### config.mk
export PLATFORM = sky130hd
export DESIGN_NAME = fwd_stall_ctrl
export DESIGN_NICKNAME = d
export VERILOG_FILES = /design/src/rtl/fwd_stall_ctrl_pkg.sv /design/src/rtl/fwd_stall_ctrl_fwd_sel_one.sv /design/src/rtl/fwd_stall_ctrl.sv
export SDC_FILE = /design/constraint.sdc
export NUM_CORES = 1
export LEC_CHECK = 0
export ABC_CLOCK_PERIOD_IN_PS = 2700
export CELL_PAD_IN_SITES_DETAIL_PLACEMENT = 1
export CELL_PAD_IN_SITES_GLOBAL_PLACEMENT = 1
export CORE_MARGIN = 2
export CORE_UTILIZATION = 38
export DETAILED_ROUTE_END_ITERATION = 8
export HOLD_SLACK_MARGIN = 0.06
export PLACE_DENSITY = 0.91
export SETUP_SLACK_MARGIN = 0.2
export SYNTH_ARGS = -nofsm -noshare
export SYNTH_HDL_FRONTEND = slang
export SYNTH_SLANG_ARGS = --single-unit
### constraint.sdc
create_clock -name clk -period 2.7 [get_ports clk]
set_clock_uncertainty 0.1 [all_clocks]
set_input_delay 0.27 -clock clk [delete_from_list [all_inputs] [get_ports clk]]
set_output_delay 0.27 -clock clk [all_outputs]
set_load 0.03 [all_outputs]
### src/rtl/fwd_stall_ctrl_pkg.sv
// Shared types and constants for the bypass/interlock controller.
// Defines operand-mux select codes, the pipeline slot record and a match helper.
package fwd_stall_ctrl_pkg;

    localparam int AW_DEF = 5;

    localparam logic [1:0] FWD_RF  = 2'b00;
    localparam logic [1:0] FWD_EXE = 2'b01;
    localparam logic [1:0] FWD_MEM = 2'b10;
    localparam logic [1:0] FWD_WB  = 2'b11;

    typedef struct packed {
        logic              valid;
        logic [AW_DEF-1:0] dest;
        logic              is_load;
    } slot_t;

    function automatic logic slot_hit(slot_t s, logic [AW_DEF-1:0] x);
        return s.valid && (s.dest == x);
    endfunction

endpackage

### src/rtl/fwd_stall_ctrl_fwd_sel_one.sv
// Priority compare of one DE operand against the EXE/MEM/WB slots.
// Ports: en (operand live), x (address), exe/mem/wb (slots) -> op (mux select),
// load_hit (operand needs a value a load has not yet made forwardable).
// Config: FWD_MEM_LOAD_EN makes MEM-stage load data forwardable.
module fwd_sel_one
    import fwd_stall_ctrl_pkg::*;
(
    input  logic              en,
    input  logic [AW_DEF-1:0] x,
    input  slot_t             exe,
    input  slot_t             mem,
    input  slot_t             wb,
    output logic [1:0]        op,
    output logic              load_hit
);

    // Not every slot field feeds the compare in every build.
    logic unused_bits;
    assign unused_bits = &{1'b0, wb.is_load, mem.is_load};

    always_comb begin
        op       = FWD_RF;
        load_hit = 1'b0;
        if (en) begin
            // Youngest producer wins.
            if (slot_hit(exe, x)) begin
                op       = FWD_EXE;
                load_hit = exe.is_load;
            end else if (slot_hit(mem, x)) begin
                op       = FWD_MEM;
`ifdef FWD_MEM_LOAD_EN
                load_hit = 1'b0;
`else
                // Load data only appears at WB, so MEM loads still interlock.
                load_hit = mem.is_load;
`endif
            end else if (slot_hit(wb, x)) begin
                op = FWD_WB;
            end
        end
    end

endmodule

### src/rtl/fwd_stall_ctrl.sv
// Bypass and load-use interlock controller sitting beside the DE stage.
// Ports: clk, rst (sync, active-high), pipe_hold, de_* (DE instruction info)
// -> fwd_rs_op/fwd_rt_op (operand mux selects), de_stall, stall_cnt.
// Config: define FWD_MEM_LOAD_EN for 1-cycle load-use (MEM forwarding of loads).
module fwd_stall_ctrl
    import fwd_stall_ctrl_pkg::*;
#(
    parameter int AW    = AW_DEF,
    parameter int CNT_W = 32
) (
    input  logic             clk,
    input  logic             rst,
    input  logic             pipe_hold,
    input  logic             de_valid,
    input  logic [AW-1:0]    de_rs,
    input  logic [AW-1:0]    de_rt,
    input  logic             de_rs_used,
    input  logic             de_rt_used,
    input  logic             de_wen,
    input  logic [AW-1:0]    de_dest,
    input  logic             de_is_load,
    output logic [1:0]       fwd_rs_op,
    output logic [1:0]       fwd_rt_op,
    output logic             de_stall,
    output logic [CNT_W-1:0] stall_cnt
);

    slot_t exe_s, mem_s, wb_s;
    logic  rs_en, rt_en;
    logic  rs_lh, rt_lh;

    // Register $0 is never a real dependency.
    assign rs_en = de_valid & de_rs_used & (de_rs != '0);
    assign rt_en = de_valid & de_rt_used & (de_rt != '0);

    fwd_sel_one u_rs (
        .en       (rs_en),
        .x        (de_rs),
        .exe      (exe_s),
        .mem      (mem_s),
        .wb       (wb_s),
        .op       (fwd_rs_op),
        .load_hit (rs_lh)
    );

    fwd_sel_one u_rt (
        .en       (rt_en),
        .x        (de_rt),
        .exe      (exe_s),
        .mem      (mem_s),
        .wb       (wb_s),
        .op       (fwd_rt_op),
        .load_hit (rt_lh)
    );

    assign de_stall = rs_lh | rt_lh;

    always_ff @(posedge clk) begin
        if (rst) begin
            exe_s     <= '0;
            mem_s     <= '0;
            wb_s      <= '0;
            stall_cnt <= '0;
        end else if (!pipe_hold) begin
            wb_s          <= mem_s;
            mem_s         <= exe_s;
            // A stalled DE instruction enters EXE as a bubble.
            exe_s.valid   <= de_valid & de_wen & (de_dest != '0) & ~de_stall;
            exe_s.dest    <= de_dest;
            exe_s.is_load <= de_is_load;
            if (de_stall && (stall_cnt != '1)) begin
                stall_cnt <= stall_cnt + CNT_W'(1);
            end
        end
    end

endmodule

[Yosys cells after proc, flatten, opt, wreduce, memory -nomap -nowiden]
Cells that the tools add are included.
Storage, ports and cells
  register bits after elaboration: 52
  bits in latches: 0
  memory bits (writable): 0
  ROM bits: 0
  input port bits: 23
  output and inout bits: 37
  word-level logic and storage cells: 52
  memories kept: 0
Operators by class
  add/sub/neg operators: 1
  multipliers: 0
  divide/modulo/power cells: 0
  $lt $le $gt $ge: 0
  equal/unequal tests: 7
  shifts and indexed selects: 0
  multiplexer cells: 14
  bitwise logic cells: 10
  reductions and logical operators: 11
Operators by type and width (number)
  32-bit by 1-bit adder with 32-bit output, second input constant: 1
  32-bit inequality test, second input constant: 1
  5-bit == test: 6
  2-bit two-way mux: 8
  5-bit nonzero test: 3
  1-bit bitwise AND: 7
  1-bit logical AND: 7
  1-bit two-way mux: 6
  1-bit NOT: 2
  2-bit AND reduction: 1
  1-bit bitwise OR: 1

[Longest topological paths before layout]
  depth after elaboration: 8
  depth in mapped cells: 10
  mapped depth without buffers: 8

[By module]
Synthesis repeated with hierarchy kept, for this count alone.
Unflattened totals
  cells, all modules: 334
  area, all modules: 3010.4 µm²
Modules (own cells, without submodules)
  fwd_stall_ctrl: times used 1, cells each 274, area each 2547.4 µm², seq. area each 1061.0 µm²
  fwd_sel_one: times used 2, cells each 30, area each 231.5 µm², seq. area each 0.0 µm²

[Worst setup path before layout]
Ideal clock, no wire load.
  path type: reg2reg
  start point: register stall_cnt[16]
  end point: register stall_cnt[26]
  setup time: 121 ps
  arrival time: 2167 ps
  required time: 2479 ps
  slack: 313 ps
  stages on the path, launching flop included: 9
  buffers on the path: 1
  cell sequence: dfxtp_1 > nand4_1 > nor4_1 > and4_1 > nand4_1 > nand2b_1 > buf_2 > nor3_1 > mux2_2
On the way
  longest elaborated chain between the ends: 3
  elaborated cells on any way between the ends: 4
Ends and longest elaborated chain
  start, declared: RTL line fwd_stall_ctrl.sv:25  | output logic [CNT_W-1:0] stall_cnt
  start signal, assigned: RTL line fwd_stall_ctrl.sv:72  | stall_cnt <= stall_cnt + CNT_W'(1);
  parallel branches: the longest is 3 deep, another holds 32-bit by 1-bit adder with 32-bit output
Parallel ways; which one is timed is not known.
A chain may end at the register's enable or synchronous reset.

[Worst setup path in the final report]
  start point: register mem_s[3] (netlist name)
  end point: register stall_cnt[18]
On the way
  longest elaborated chain between the ends: 8
  elaborated cells on any way between the ends: 13
Ends and longest elaborated chain
  start, declared: RTL line fwd_stall_ctrl.sv:28  | slot_t exe_s, mem_s, wb_s;
  start signal, assigned: RTL line fwd_stall_ctrl.sv:66  | mem_s <= exe_s;
  5-bit == test: RTL line fwd_stall_ctrl_pkg.sv:19  | return s.valid && (s.dest == x);
  1-bit logical AND: RTL line fwd_stall_ctrl_pkg.sv:19
  1-bit two-way mux: RTL line fwd_stall_ctrl_fwd_sel_one.sv:29  | end else if (slot_hit(mem, x)) begin
  1-bit two-way mux: RTL line fwd_stall_ctrl_fwd_sel_one.sv:26  | if (slot_hit(exe, x)) begin
  1-bit two-way mux: RTL line fwd_stall_ctrl_fwd_sel_one.sv:24  | if (en) begin
  1-bit bitwise OR (*): RTL line fwd_stall_ctrl.sv:56  | assign de_stall = rs_lh | rt_lh;
  1-bit logical AND (*): RTL line fwd_stall_ctrl.sv:71  | if (de_stall && (stall_cnt != '1)) begin
  2-bit AND reduction (no line) (*)
Mark *: on every way between the ends. The rest lies on a longest branch, timed or not.

==> flow_metrics.env <==
export IMPL_synthMuxAreaShare_pct=10.60
export IMPL_worstSetupPathType="reg2reg"
export IMPL_ys_types=37
export IMPL_synth_common_cells="dfxtp_1 (52), nor2_1 (40), a21oi_1 (26)"
export IMPL_ios=60
export IMPL_numCtsBuffers=5
export IMPL_grt_max_degree=36
export IMPL_cts_tree="yes"
export IMPL_drive_gt1_share_pct=23.34
export IMPL_synth_top_area_share_pct=35.15
export IMPL_syn_instance_count=351
export IMPL_grt_ovfl_total=0
export IMPL_cap_violations=0
export IMPL_drt_iter0_markers=186
export IMPL_synth_warnings=0
export IMPL_placed_cell_area_um2=3796
export IMPL_cp_end_kind="register"
export IMPL_stdcell_area_um2=4098
export IMPL_tightest_slew_ps=634.5
export IMPL_p_leak_nw=1.525
export IMPL_synth_edf_count=0
export IMPL_die_height_um=92.28
export IMPL_clk_latency_ps=320
export IMPL_synth_seq_cells=52
export IMPL_arrival_ps=2590
export IMPL_firstDrtPassIters=4
export IMPL_dieArea_um2=8516
export IMPL_grt_pass1_wl_um=15390
export IMPL_wl_um=9800
export IMPL_crit_required_ps=2850
export IMPL_async_flop_share_pct=0
export IMPL_drtAntennaViolNets=0
export IMPL_critPathMaxFanout=14
export IMPL_synth_nets=375
export IMPL_relSlewSlack_pct=57.70
export IMPL_min_period_ps=2447
export IMPL_remaining_drc_errors=0
export IMPL_syn_area_um2=2962
export IMPL_cts_htree_levels=2
export IMPL_total_power_w=0.001465
export IMPL_peakVddDrop_v=0.0002239
export IMPL_power_density_nw_per_um2=357.4
export IMPL_synth_top_family_by_area="simple AND/OR/NAND/NOR gates"
export IMPL_setup_viol=0
export IMPL_track_usage_pct=22.39
export IMPL_design_core_area_um2=7647
export IMPL_max_freq_ghz=0.4086
export IMPL_synthToLayoutAreaGrowth_pct=38.36
export IMPL_syn_area_per_cell_um2=8.438
export IMPL_drv_slew=0
export IMPL_fin_nets=460
export IMPL_status="finished, final reports clean"
export IMPL_initial_core_util_pct=38.73
export IMPL_synth_area_leaders="dfxtp_1 (35%), mux2i_1 (6.4%), or4_1 (5.3%), nor2_1 (5.1%), o31ai_1 (4.6%)"
export IMPL_hold_viol_final=0
export IMPL_yosysSeqAreaShare_pct=35.15
export IMPL_chipWidth_um=92.28
export IMPL_rows=32
export IMPL_cts_buffer_depth=2
export IMPL_antenna_found_initial=0
export IMPL_num_vias=3092
export IMPL_final_period_utilization_pct=90.64
export IMPL_gp_congestion=0.8606
export IMPL_layout_cells_non_filler=539
export IMPL_hold_class="in2reg"
export IMPL_diodes=0
export IMPL_dp_hpwl_um=6925
export IMPL_wl_per_cell_um=18.18
export IMPL_grt_pass1_vias=3235
export IMPL_dpl_cell_count=522
export IMPL_via_per_inst=5.737
export IMPL_portBuffers=59
export IMPL_synthFlopType="dfxtp_1"
export IMPL_synth_xor_area_share_pct=8.872
export IMPL_yosys_cell_count_top_type="dfxtp_1"
export IMPL_synthAdderAreaFrac_pct=0.4225
export IMPL_synth_compound_area_share_pct=11.15
export IMPL_cts_root_buf="clkbuf_8"
export IMPL_numClockSinks=52
export IMPL_path_clk_slew_ps=110
export IMPL_synth_simple_gate_area_share_pct=29.45
export IMPL_synth_top_cell_by_area="dfxtp_1"
export IMPL_rsz0062_at_grt="false"
export IMPL_critPathLaunchType="register"
-- state kept, by name, summed over array words and instances (netlist names) --
| register | count |
|---|---|
| wb_s | 6 |
| mem_s | 7 |
| stall_cnt | 32 |
| exe_s | 7 |
-- per-layer routing --
metal  track usage, %  part of all wire (%)
met5                0                     0
met3            3.615                   3.9
met4            6.468                   2.3
met2            43.32                    55
met1            24.91                    38
-- power by group --
group | switching, W | internal (W)
Sequential | 0.0000168 | 0.000777
Combinational | 0.0000933 | 0.0000880
Clock | 0.000281 | 0.000208
-- layout make-up --
cell class,count,area [um^2]
clock buffer,6,82.58
clock inverter,2,15.01
fill,908,3550
inverter,4,15.01
multi-input combinational,274,1894
sequential,52,1061
tap,102,127.6
timing repair buffer,99,902.1
-- worst paths after layout --
check,from,to,slack (ps),cells past startpoint
min reg2reg,stall_cnt[11],stall_cnt[11],400,2
max,mem_s[3],stall_cnt[18],250,9
max reg2reg,mem_s[3],stall_cnt[18],250,9
min,rst,stall_cnt[5],380,2
-- critical path, stage by stage (launching register included) --
cell and delay [ps]:
dfxtp_2 370, xnor2_1 200, nand4_1 190, nor3_1 230
o221ai_1 150, and2_4 190, buf_6 140, buf_12 150
or4_1 510, a21oi_1 150
-- repair_timing --
action,CTS,global route
hold buffers,0,0
gates cloned,0,1
endpoints found under the setup margin,32,32
resized for setup,22,27
setup buffers,1,7
pin swaps,1,9
-- logic make-up (layout without fill, tap and decap cells) --
group	Yosys count	in the layout
simple gates	161	161
fa+ha+maj	1	1
mux	30	30
xor+xnor	30	30
buf+inv	25	111
compound gates	52	52
flops	52	52
-- cells in the final DEF, fill, tap and decap left out, types with 15 or more instances in the layout --
cell             instances
xor2_1                  15
or4_1                   18
a21oi_1                 22
dfxtp_1                 40
clkdlybuf4s50_1         43
mux2i_1                 19
buf_4                   40
nand3_1                 17
nand2_1                 21
o31ai_1                 18
nor2_1                  40
-- through the flow --
step / setup TNS (ps) / util, % / worst slack [ps] / hold slack, ps
after floorplan: 0 / - / 312.7 / 313.9
after global placement: -2226 / 49.64 / -170.5 / 375.7
after detailed placement: -5221 / 49.64 / -319.8 / 390.8
after CTS: 0 / 51.19 / 204.0 / 371.2
after global routing: 0 / 53.58 / 166.9 / 407.9
final: 0 / 53.58 / 252.8 / 376.1
Note: power is estimated with default switching activity, not from simulation.
